==> src/rtl/logs_map_engine.sv <==
// logs_map_engine
//   Iterates the logistic map x' = r*x*(1-x) in unsigned fixed point and
//   presents one new iterate every ITER_LEN clocks. One serial shift-add
//   multiplier is used twice per iteration: first p = x*(1-x), then q = y*r.
//
// Parameters
//   FRAC      fractional bits of x (0.FRAC) and r (2.FRAC)
//   ITER_LEN  clocks per map iteration, must be >= 2*FRAC+4
//   INIT_X    x after reset, also the reseed value
//
// Ports
//   clk         clock
//   reset       synchronous reset, active high
//   r           map parameter, unsigned 2.FRAC, latched at pace count 0
//   x           current iterate, unsigned 0.FRAC, registered
//   next_ready  one-cycle pulse in the cycle x takes a new value
//   busy        high while the multiplier is running (MUL1/MUL2)
//
// Build option
//   LOGS_MAP_RESEED_EN  when defined, a zero result is replaced by INIT_X so
//                       the map escapes the absorbing zero that truncation
//                       creates; when undefined, zero is kept.
module logs_map_engine #(
  parameter int FRAC     = 8,
  parameter int ITER_LEN = 100,
  parameter int INIT_X   = 1 << (FRAC - 1)
) (
  input  logic            clk,
  input  logic            reset,
  input  logic [FRAC+1:0] r,
  output logic [FRAC-1:0] x,
  output logic            next_ready,
  output logic            busy
);

  localparam int PW = (ITER_LEN > 1) ? $clog2(ITER_LEN) : 1;
  localparam int CW = $clog2(FRAC + 2) + 1;
  localparam int AW = 2 * FRAC + 2;

  localparam logic [PW-1:0]   PACE_LAST = PW'(ITER_LEN - 1);
  localparam logic [CW-1:0]   LAST1     = CW'(FRAC);
  localparam logic [CW-1:0]   LAST2     = CW'(FRAC + 1);
  localparam logic [FRAC-1:0] INIT_V    = FRAC'(INIT_X);

  generate
    if (ITER_LEN < 2 * FRAC + 4) begin : g_iter_len_check
      $error("logs_map_engine: ITER_LEN must be at least 2*FRAC+4");
    end
  endgenerate

  typedef enum logic [1:0] {IDLE, MUL1, MUL2, HOLD} state_t;

  state_t          state;
  logic [PW-1:0]   pace;
  logic [FRAC+1:0] r_l;
  logic [AW-1:0]   acc;
  logic [AW-1:0]   mcand;
  logic [FRAC+1:0] mplier;
  logic [CW-1:0]   cnt;
  logic [FRAC-1:0] x_next;

  logic [FRAC:0]   b_init;
  logic [AW-1:0]   acc_sum;
  logic [FRAC+1:0] z;
  logic [FRAC-1:0] z_fixed;

  // 1 - x as an unsigned 1.FRAC value; x = 0 gives exactly 2^FRAC.
  assign b_init  = {1'b1, {FRAC{1'b0}}} - {1'b0, x};
  assign acc_sum = acc + (mplier[0] ? mcand : '0);
  assign z       = acc_sum[2*FRAC+1:FRAC];

  // Saturate results at or above 1.0, then deal with the zero result.
  always_comb begin
    z_fixed = z[FRAC-1:0];
    if (|z[FRAC+1:FRAC]) begin
      z_fixed = {FRAC{1'b1}};
    end else if (z[FRAC-1:0] == '0) begin
`ifdef LOGS_MAP_RESEED_EN
      z_fixed = INIT_V;
`else
      z_fixed = '0;
`endif
    end
  end

  // The latch cycle also performs shift-add step 0 of the first product, so
  // both products fit in 2*FRAC+2 cycles and HOLD is reached before the
  // commit edge even at the minimum ITER_LEN.
  always_ff @(posedge clk) begin
    if (reset) begin
      state      <= IDLE;
      pace       <= '0;
      r_l        <= '0;
      acc        <= '0;
      mcand      <= '0;
      mplier     <= '0;
      cnt        <= '0;
      x_next     <= '0;
      x          <= INIT_V;
      next_ready <= 1'b0;
      busy       <= 1'b0;
    end else begin
      next_ready <= 1'b0;
      pace       <= (pace == PACE_LAST) ? '0 : pace + PW'(1);
      case (state)
        IDLE: begin
          if (pace == '0) begin
            r_l    <= r;
            acc    <= b_init[0] ? AW'(x) : '0;
            mcand  <= AW'(x) << 1;
            mplier <= {2'b00, b_init[FRAC:1]};
            cnt    <= CW'(1);
            busy   <= 1'b1;
            state  <= MUL1;
          end
        end
        MUL1: begin
          if (cnt == LAST1) begin
            acc    <= '0;
            mcand  <= AW'(acc_sum[2*FRAC-1:FRAC]);
            mplier <= r_l;
            cnt    <= '0;
            state  <= MUL2;
          end else begin
            acc    <= acc_sum;
            mcand  <= mcand << 1;
            mplier <= mplier >> 1;
            cnt    <= cnt + CW'(1);
          end
        end
        MUL2: begin
          if (cnt == LAST2) begin
            x_next <= z_fixed;
            busy   <= 1'b0;
            state  <= HOLD;
          end else begin
            acc    <= acc_sum;
            mcand  <= mcand << 1;
            mplier <= mplier >> 1;
            cnt    <= cnt + CW'(1);
          end
        end
        HOLD: begin
          if (pace == PACE_LAST) begin
            x          <= x_next;
            next_ready <= 1'b1;
            state      <= IDLE;
          end
        end
        default: state <= IDLE;
      endcase
    end
  end

endmodule
==> config.mk <==
export PLATFORM = sky130hd
export DESIGN_NAME = logs_map_engine
export DESIGN_NICKNAME = d
export VERILOG_FILES = /design/src/rtl/logs_map_engine.sv
export SDC_FILE = /design/constraint.sdc
export NUM_CORES = 1
export LEC_CHECK = 0
export CORE_ASPECT_RATIO = 0.6
export CORE_MARGIN = 2
export CORE_UTILIZATION = 52
export CTS_BUF_LIST = sky130_fd_sc_hd__clkbuf_4
export CTS_CLUSTER_DIAMETER = 150
export DETAILED_ROUTE_END_ITERATION = 7
export PLACE_DENSITY = 0.8
export SLEW_MARGIN = 25
export SYNTH_ARGS = -nofsm -noshare
export SYNTH_HDL_FRONTEND = slang
export SYNTH_SLANG_ARGS = --single-unit
==> constraint.sdc <==
create_clock -name clk -period 7.88 [get_ports clk]
set_clock_uncertainty 0.05 [all_clocks]
set_input_delay 1.576 -clock clk [delete_from_list [all_inputs] [get_ports clk]]
set_output_delay 1.576 -clock clk [all_outputs]
set_load 0.005 [all_outputs]
==> results.py, run 1 <==
metrics = {
    "status": {
        "outcome": "complete, no violations",
    },
    "sta": {
        "hold_ws_ns": 0.416,
        "fin_ws_ns": 4.62,
        "slew_headroom": 0.390,
        "drv_slew": 0,
        "min_period_ns": 3.26,
        "post-route-period-util": 0.414,
        "tns_ns": 0,
        "max_freq_ghz": 0.307,
        "rsz0062_at_grt": "false",
        "tightest_slew_ns": 0.911,
        "hold_viol": 0,
        "setup_viol": 0,
    },
    "cells_and_area": {
        "final_layout_size_suffix_gt1_frac": 0.0512,
        "nNetsFinal": 623,
        "final_area_um2": 5180,
        "synthToLayoutAreaGrowth_pct": 8.54,
        "n_antenna_cell": 0,
    },
    "clock_network": {
        "cts_setup_buffers": 0,
        "clk_pin_slew_ns": 0.14,
        "hold_buffers": 0,
        "worstSkewPairLatency_ns": 0.45,
        "tritoncts": "done",
        "htreeDepth": 3,
        "cts-root-buf": "clkbuf_4",
        "cts_buffer_depth": 2,
        "clock_sinks": 88,
        "post_cts_resized": 0,
        "numCtsBuffers": 9,
    },
    "logic_synthesis": {
        "synthFlopType": "dfxtp_1",
        "syn_avg_cell_area_um2": 8.30,
        "synthCells": 575,
        "syn_area_um2": 4770,
        "synth-edff-count": 0,
        "yosys_warnings": 0,
        "synth_nets": 617,
        "netlist_top_cells_area": "dfxtp_1 (37%), ha_1 (7.6%), nor2_1 (6.9%)",
        "synth_top_cell_by_area": "dfxtp_1",
        "ys_ff_latch": 88,
        "synth-async-reset-ratio": 0,
        "netlist.area_leader.share": 0.369,
        "synth-seq-area-share": 0.369,
        "synth_common_cells": "dfxtp_1 (88), nor2_1 (88), nand2_1 (38), a21oi_1 (34), o21ai_0 (30)",
        "synth.distinct_cells": 53,
    },
    "critical_path": {
        "r2r_setup_slack_ns": 4.62,
        "crit_slowest_cell": "dfxtp_1",
        "worstPathRequired_ns": 6.25,
        "path_cells": "clkdlybuf4s50_1",
        "crit_family": "flip-flops",
        "r2r-end": "x_next[3]",
        "crit_type": "reg -> out",
        "endpoint_kind": "output pin",
        "critPathLaunchType": "register",
        "crit_arrival_ns": 1.63,
        "crit_buf_inv": 1,
        "rr_worst_depth": 11,
        "reg2reg_from": "mplier[0]",
        "cpPeakStageDelay_ns": 0.59,
        "path_max_fanout": 6,
    },
    "floorplan": {
        "initial_utilization": 0.527,
        "fp.coreArea_um2": 9050,
        "die_width_um": 128,
        "core.rowCount": 27,
        "die_h_um": 78.2,
        "ios": 22,
        "design.die.area_um2": 9990,
    },
    "placement": {
        "placed_area_um2": 5040,
        "io_buffers": 21,
        "pre_cts_ws_ns": 4.59,
        "dp.final_hpwl_um": 8990,
        "gp_congestion": 0.880,
    },
    "power": {
        "total_power_mw": 1.31,
        "powerDensity_nw_per_um2": 252,
        "p_leak_nw": 2.11,
        "ir_worst_vdd_mv": 0.160,
    },
    "route": {
        "finalWirelength_um": 12500,
        "firstDrtPassIters": 6,
        "drt_iter0_markers": 598,
        "ant_nets": 0,
        "remaining_drc_errors": 0,
        "vias": 4393,
        "viasPerCell": 6.26,
        "routedWlPerCell_um": 17.8,
    },
    "global_routing": {
        "grt_use_total": 0.259,
        "grt_max_degree": 68,
        "grt_pass1_vias": 4126,
        "antenna_found_initial": 0,
        "grt_pass1_wl_um": 20600,
        "gr-total-overflow": 0,
    },
    "flow_run": {
        "maxCapViolCount": 0,
    },
    "min_path": {
        "whs_path_depth": 2,
        "holdPathEnd": "mplier[4]",
        "min_path_type": "reg -> reg",
        "worstHoldStart": "mplier[4]",
    },
}
## power breakdown
part,total (mW),switching (mW),leakage [nW],internal [mW]
clock network,0.260,0.163,0.0761,0.0967
registers,0.572,0.0588,0.716,0.513
logic,0.475,0.306,1.32,0.169
## metrics by stage
step | cells | utilization
3_3_place_gp | 686 | 0.557
6_report | 702 | 0.572
4_1_cts | 702 | 0.572
3_5_place_dp | 686 | 0.557
5_1_grt | 702 | 0.572
2_1_floorplan | 575 | -
## placed cells by master, fill, tap and decap left out, types with 2 or more instances in the layout
cell type | netlist | routed
nor2_1 | 88 | 88
dfxtp_1 | 88 | 88
nand2_1 | 38 | 38
a21oi_1 | 34 | 34
o21ai_0 | 30 | 30
ha_1 | 29 | 29
inv_1 | 26 | 26
clkdlybuf4s50_1 | 0 | 20
a22oi_1 | 18 | 18
mux2i_1 | 18 | 18
and2_1 | 17 | 17
nand3_1 | 16 | 16
nor3_1 | 17 | 16
xnor2_1 | 16 | 16
a221oi_1 | 15 | 15
clkbuf_4 | 0 | 9
o31a_1 | 8 | 8
a31oi_1 | 7 | 7
a21o_1 | 7 | 7
xor2_1 | 7 | 7
a211oi_1 | 7 | 7
o21a_1 | 6 | 6
and3_1 | 6 | 6
buf_4 | 0 | 5
nand4_1 | 4 | 4
or3_1 | 3 | 3
a221o_1 | 3 | 3
o211ai_1 | 3 | 3
clkinv_2 | 0 | 3
nor2b_1 | 2 | 2
o2111ai_1 | 2 | 2
a211o_1 | 2 | 2
a32oi_1 | 2 | 2
o211a_1 | 2 | 2
a311oi_1 | 2 | 2
nor4_1 | 2 | 2
## registers in the layout (all words and copies together) (netlist names)
| register | flops |
|---|---|
| pace | 7 |
| state | 2 |
| cnt | 5 |
| busy | 1 |
| x | 8 |
| next_ready | 1 |
| r_l | 10 |
| mplier | 10 |
| mcand | 18 |
| x_next | 8 |
| acc | 18 |
## worst max-delay path by stage
stage / from / to / slack, ns / cells past startpoint
3_5_place_dp: reset / pace[4] / 4.59 / 5
4_1_cts: x[6] / x[6] / 4.64 / 1
5_1_grt: mplier[0] / mcand[7] / 4.43 / 10
3_3_place_gp: reset / pace[2] / 4.66 / 5
2_1_floorplan: mplier[0] / x_next[1] / 5.10 / 12
6_report: x[5] / x[5] / 4.62 / 1
## area by class of cell
class / instances / area (um2)
clock inverters: 7 / 70.1
multi-input cells: 429 / 2790
clock buffers: 9 / 67.6
inverters: 27 / 101
flip-flops and latches: 88 / 1760
well taps: 116 / 145
repair buffers: 26 / 243
fillers: 808 / 3870
## routing by layer
metal	track usage	up-vias	wire, um
met5	0.0428	-	48
met4	0.0582	2	125
met3	0.0729	18	1400
met2	0.372	235	5060
met1	0.379	2069	5840
li1	-	2069	-
## worst min-delay path: stages, from the launching register on
cell and delay [ns]:
dfxtp_1 0.34, nand2_1 0.05, a21oi_1 0.05
## logic make-up (layout without fill, tap and decap cells)
| group | Yosys count | after routing | share of synthesized area |
|---|---|---|---|
| compound gates | 158 | 158 | 0.232 |
| flops | 88 | 88 | 0.369 |
| mux | 18 | 18 | 0.0377 |
| simple gates | 199 | 199 | 0.189 |
| fa+ha+maj | 30 | 30 | 0.0802 |
| xor+xnor | 24 | 24 | 0.0456 |
| buf+inv | 58 | 69 | 0.0469 |
(Power assumes the default switching activity.)
==> inputs of run 2 (changes only) <==
--- a/config.mk
+++ b/config.mk
@@ -11,7 +11,7 @@
 export CTS_BUF_LIST = sky130_fd_sc_hd__clkbuf_4
 export CTS_CLUSTER_DIAMETER = 150
 export DETAILED_ROUTE_END_ITERATION = 7
-export PLACE_DENSITY = 0.8
+export PLACE_DENSITY = 0.83
 export SLEW_MARGIN = 25
 export SYNTH_ARGS = -nofsm -noshare
 export SYNTH_HDL_FRONTEND = slang
==> constraint.sdc (replaced) <==
create_clock -name clk -period 2.8 [get_ports clk]
set_clock_uncertainty 0.05 [all_clocks]
set_input_delay 0.56 -clock clk [delete_from_list [all_inputs] [get_ports clk]]
set_output_delay 0.56 -clock clk [all_outputs]
set_load 0.005 [all_outputs]
==> run 2 against run 1 <==
The run now ends with negative setup slack left; sequential share of layout area fell by 1.1 points; register-to-register slack got worse by 4.6 ns; sequential power rose to 2.8 times the previous value; clock power grew to 2.6 times the previous value; power rose to 2.9 times the previous value; non-clock buffer count is 16 higher; global-route usage rose by 0.52 points; first-iteration DRC count rose by 8.5%; worst setup slack worse by 4.6 ns; critical path type is now reg -> reg; sequential cell count stayed put.
==> results.py, run 2 (same netlist as run 1, synthesis figures left out) <==
metrics = {
    "global_routing": {
        "grt_pass1_wl_um": 20700,
        "grt_use_total": 0.264,
        "grt_max_degree": 67,
        "antenna_found_initial": 0,
        "grt_pass1_vias": 3988,
        "gr-total-overflow": 0,
    },
    "clock_network": {
        "cts-root-buf": "clkbuf_4",
        "clk_pin_slew_ns": 0.15,
        "numCtsBuffers": 9,
        "hold_buffers": 0,
        "clock_sinks": 88,
        "cts_buffer_depth": 2,
        "tritoncts": "done",
        "htreeDepth": 3,
        "worstSkewPairLatency_ns": 0.47,
    },
    "power": {
        "p_leak_nw": 2.18,
        "powerDensity_nw_per_um2": 707,
        "ir_worst_vdd_mv": 0.407,
        "total_power_mw": 3.80,
    },
    "cells_and_area": {
        "fillers": 785,
        "nNetsFinal": 639,
        "layout_commonest_cell": "nor2_1",
        "n_antenna_cell": 0,
        "final-seq-area_um2": 1770,
        "synthToLayoutAreaGrowth_pct": 12.7,
        "most-common-layout-cells": "nor2_1 (88), dfxtp_1 (86), nand2_1 (37)",
        "multiInputGateArea_um2": 2880,
        "largestRegisters": "acc: 18 flops, mcand: 18 flops",
        "final_layout_size_suffix_gt1_frac": 0.111,
    },
    "sta": {
        "min_period_ns": 2.82,
        "rsz0062_at_grt": "true",
        "post-route-period-util": 1.01,
        "max_freq_ghz": 0.354,
        "drv_slew": 0,
        "fin_ws_ns": -0.0216,
        "setup_viol": 7,
        "slew_headroom": 0.518,
        "hold_viol": 0,
        "tns_ns": -0.0873,
        "tightest_slew_ns": 0.723,
    },
    "floorplan": {
        "die_h_um": 78.2,
        "die_width_um": 128,
        "core.rowCount": 27,
        "initial_utilization": 0.527,
        "fp.coreArea_um2": 9050,
        "design.die.area_um2": 9990,
        "ios": 22,
    },
    "placement": {
        "dp.final_hpwl_um": 9440,
        "io_buffers": 21,
        "gp_congestion": 0.967,
    },
    "critical_path": {
        "endpoint_kind": "register",
        "reg2reg_from": "mplier[0]",
        "r2r-end": "x_next[3]",
        "crit_type": "reg -> reg",
        "crit_slowest_cell": "dfxtp_4",
        "cpPeakStageDelay_ns": 0.40,
        "path_max_fanout": 7,
        "crit_family": "compound AO/OA/AOI/OAI gates",
        "rr_worst_depth": 10,
        "r2r_setup_slack_ns": -0.02,
        "worstPathRequired_ns": 3.10,
        "crit_arrival_ns": 3.12,
        "crit_buf_inv": 2,
        "crit_path_start": "mplier[0]",
        "critPathLaunchType": "register",
        "path_cells": "buf_2, and2_1, ha_2, inv_1, o31a_1, o31ai_1, a21o_1, o41ai_4, xnor2_1, a31oi_1",
    },
    "flow_run": {
        "maxCapViolCount": 0,
    },
    "min_path": {
        "holdPathEnd": "mplier[9]",
        "whs_path_depth": 2,
        "min_path_type": "reg -> reg",
        "worstHoldStart": "mplier[9]",
    },
    "route": {
        "ant_nets": 0,
        "remaining_drc_errors": 0,
        "finalWirelength_um": 13100,
        "firstDrtPassIters": 5,
        "vias": 4477,
        "viasPerCell": 6.24,
        "routedWlPerCell_um": 18.2,
        "drt_iter0_markers": 649,
    },
    "status": {
        "violations": "negative setup slack",
        "outcome": "complete, but fails checks",
    },
}
-- run 2: cell types whose count changed in the layout (fill, tap and decap cells not counted), sizes merged --
| cell | delta |
|---|---|
| clkinv | -1 |
| inv | +2 |
| buf | +16 |
| bufinv | -1 |
-- run 2: worst max-delay path by stage --
stage	end	slack [ns]	cells past startpoint
after CTS	x_next[5]	0.006	10
after global routing	x_next[6]	-0.09	10
after detailed placement	x_next[5]	0.02	10
after global placement	x_next[6]	0.13	11
after floorplan	x_next[1]	0.02	12
final	x_next[3]	-0.02	10
-- run 2: stage by stage --
stage | worst slack, ns | util | instance area [um2] | hold WS (ns) | std cells
6_report | -0.0216 | 0.594 | 5380 | 0.413 | 718
5_1_grt | -0.0878 | 0.594 | 5380 | 0.449 | 718
4_1_cts | 0.00634 | 0.580 | 5250 | 0.416 | 713
3_5_place_dp | 0.0207 | 0.566 | 5130 | 0.397 | 697
3_3_place_gp | 0.135 | 0.566 | 5130 | 0.388 | 697
2_1_floorplan | 0.0226 | - | 4770 | 0.376 | 575
-- run 2: timing repair --
item                                    CTS  global route
buffers inserted                          0             4
hold endpoints to repair                  0             0
resized for setup                         0            25
endpoints found under the setup margin    0            18
-- run 2: where the power goes --
group | switching, mW | total (mW) | leakage, nW | internal, mW
clock | 0.477 | 0.668 | 0.0663 | 0.192
sequential | 0.161 | 1.61 | 0.717 | 1.45
combinational | 0.962 | 1.52 | 1.39 | 0.561
total | 1.60 | 3.80 | 2.18 | 2.20
-- run 2: layout make-up --
class | count | area share
flip-flops and latches | 88 | 0.328
repair buffers | 42 | 0.0677
clock buffers | 9 | 0.0126
clock inverters | 7 | 0.0100
well taps | 116 | 0.0270
multi-input cells | 429 | 0.535
inverters | 27 | 0.0188
-- run 2: worst register-to-register path, cell delays in order, from the launching register on --
cell and delay [ns]:
dfxtp_4 0.40, buf_2 0.14, and2_1 0.14, ha_2 0.39, inv_1 0.11, o31a_1 0.34, o31ai_1 0.27, a21o_1 0.21
o41ai_4 0.13, xnor2_1 0.37, a31oi_1 0.15
-- run 2: per-layer routing --
metal | up-vias | wire (um) | share of wire | track usage
li1 | 2099 | - | - | -
met5 | - | 0 | 0 | 0
met1 | 2124 | 6220 | 0.48 | 0.407
met2 | 237 | 5480 | 0.42 | 0.373
met4 | 0 | 117 | 0.0090 | 0.0516
met3 | 17 | 1240 | 0.095 | 0.0600
==> inputs of run 3 (changes only) <==
--- a/config.mk
+++ b/config.mk
@@ -11,7 +11,7 @@
 export CTS_BUF_LIST = sky130_fd_sc_hd__clkbuf_4
 export CTS_CLUSTER_DIAMETER = 150
 export DETAILED_ROUTE_END_ITERATION = 7
-export PLACE_DENSITY = 0.83
+export PLACE_DENSITY = 0.8
 export SLEW_MARGIN = 25
 export SYNTH_ARGS = -nofsm -noshare
 export SYNTH_HDL_FRONTEND = slang
==> constraint.sdc (replaced) <==
create_clock -name clk -period 3.3 [get_ports clk]
set_clock_uncertainty 0.05 [all_clocks]
set_input_delay 0.66 -clock clk [delete_from_list [all_inputs] [get_ports clk]]
set_output_delay 0.66 -clock clk [all_outputs]
set_load 0.005 [all_outputs]
==> run 3 against run 2 <==
Core utilization is 1.9 points lower; the flow now finishes without violations; hold slack better by 0.0037 ns; largest power group unchanged; non-clock buffer count is 11 lower; critical endpoint is now x_next[5]; cell count is 1.5% lower.
==> results.py, run 3 (same netlist as run 1, synthesis figures left out) <==
metrics = {
    "sta": {
        "drv_slew": 0,
        "max_freq_ghz": 0.352,
        "slew_headroom": 0.475,
        "hold_viol": 0,
        "tightest_slew_ns": 0.785,
        "setup_viol": 0,
        "tns_ns": 0,
        "rsz0062_at_grt": "false",
        "post-route-period-util": 0.861,
        "min_period_ns": 2.84,
    },
    "flow_run": {
        "maxCapViolCount": 0,
    },
    "cells_and_area": {
        "final_layout_size_suffix_gt1_frac": 0.0592,
        "n_antenna_cell": 0,
        "final_area_um2": 5210,
        "instances_no_fill": 707,
        "largestRegisters": "acc: 18 flops, mcand: 18 flops",
        "nNetsFinal": 628,
        "synthToLayoutAreaGrowth_pct": 9.09,
        "most-common-layout-cells": "nor2_1 (88), dfxtp_1 (88), nand2_1 (38)",
    },
    "floorplan": {
        "die_h_um": 78.2,
        "ios": 22,
        "fp.coreArea_um2": 9050,
        "die_width_um": 128,
        "core.rowCount": 27,
        "design.die.area_um2": 9990,
        "initial_utilization": 0.527,
    },
    "global_routing": {
        "grt_max_degree": 43,
        "grt_util_met3": 0.0907,
        "grt_use_total": 0.261,
        "gr-total-overflow": 0,
        "grt_util_met2": 0.371,
        "grt_pass1_wl_um": 20500,
        "top_usage_layer": "met2",
        "grt_pass1_vias": 4129,
        "antenna_found_initial": 0,
        "use_met1": 0.369,
    },
    "clock_network": {
        "htreeDepth": 3,
        "clock_sinks": 88,
        "numCtsBuffers": 9,
        "clk_pin_slew_ns": 0.16,
        "post_cts_resized": 0,
        "worstSkewPairLatency_ns": 0.48,
        "cts_buffer_depth": 2,
        "cts_setup_buffers": 0,
        "hold_buffers": 0,
        "cts-root-buf": "clkbuf_4",
        "tritoncts": "done",
    },
    "placement": {
        "gp_congestion": 0.976,
        "dp.final_hpwl_um": 9340,
        "placed_area_um2": 5080,
        "dp.cells": 691,
        "io_buffers": 21,
    },
    "status": {
        "outcome": "complete, no violations",
    },
    "power": {
        "total_power_mw": 3.15,
        "ir_worst_vdd_mv": 0.327,
        "p_leak_nw": 2.13,
        "powerDensity_nw_per_um2": 604,
    },
    "critical_path": {
        "worstPathRequired_ns": 3.62,
        "endpoint_kind": "register",
        "critPathLaunchType": "register",
        "crit_type": "reg -> reg",
        "crit_arrival_ns": 3.16,
        "path_max_fanout": 7,
    },
    "min_path": {
        "min_path_type": "reg -> reg",
    },
    "route": {
        "viasPerCell": 6.21,
        "drt_iter0_markers": 432,
        "vias": 4391,
        "finalWirelength_um": 12500,
        "remaining_drc_errors": 0,
        "ant_nets": 0,
        "routedWlPerCell_um": 17.7,
        "firstDrtPassIters": 5,
    },
}
## run 3: cell types whose count changed in the layout (fill, tap and decap cells not counted), sizes merged
cell,delta
buf,-11
clkinv,-1
inv,+1
## run 3: per-stage QoR
step / worst slack [ns] / util / hold slack (ns)
global placement: 0.589 / 0.561 / 0.391
global route: 0.317 / 0.575 / 0.450
floorplan: 0.523 / - / 0.376
CTS: 0.497 / 0.575 / 0.418
detailed placement: 0.508 / 0.561 / 0.398
finish: 0.460 / 0.575 / 0.416
## run 3: worst paths after layout
kind	startpoint	to	slack (ns)	depth (start not counted)
worst max-delay path	mplier[0]	x_next[5]	0.46	11
worst min-delay path	mplier[4]	mplier[4]	0.42	2
worst max register to register	mplier[0]	x_next[5]	0.46	11
worst min register to register	mplier[4]	mplier[4]	0.42	2
## run 3: cell type report
type	instances	area, um2
clock buffers	9	67.6
clock inverters	7	58.8
fillers	824	3840
inverters	27	101
multi-input cells	429	2790
flip-flops and latches	88	1760
well taps	116	145
repair buffers	31	280
## run 3: worst max-delay path, cell delays in order (launching register included)
cell	delay, ns
dfxtp_1	0.42
and2_1	0.15
ha_1	0.16
inv_1	0.05
fa_1	0.41
nor2b_1	0.18
o2111ai_1	0.18
nand4_1	0.15
a21oi_1	0.14
o31a_1	0.30
a21o_1	0.24
o31a_1	0.32
## run 3: per-layer routing
layer	vias up	share of wire
li1	2081	-
met1	2067	0.47
met2	218	0.41
met3	25	0.11
met4	0	0.015
met5	-	0
## run 3: power by group
part | internal (mW) | switching, mW | leakage (nW) | total [mW]
Combinational | 0.423 | 0.779 | 1.35 | 1.20
Sequential | 1.23 | 0.133 | 0.716 | 1.36
Clock | 0.168 | 0.418 | 0.0692 | 0.586
Total | 1.82 | 1.33 | 2.13 | 3.15
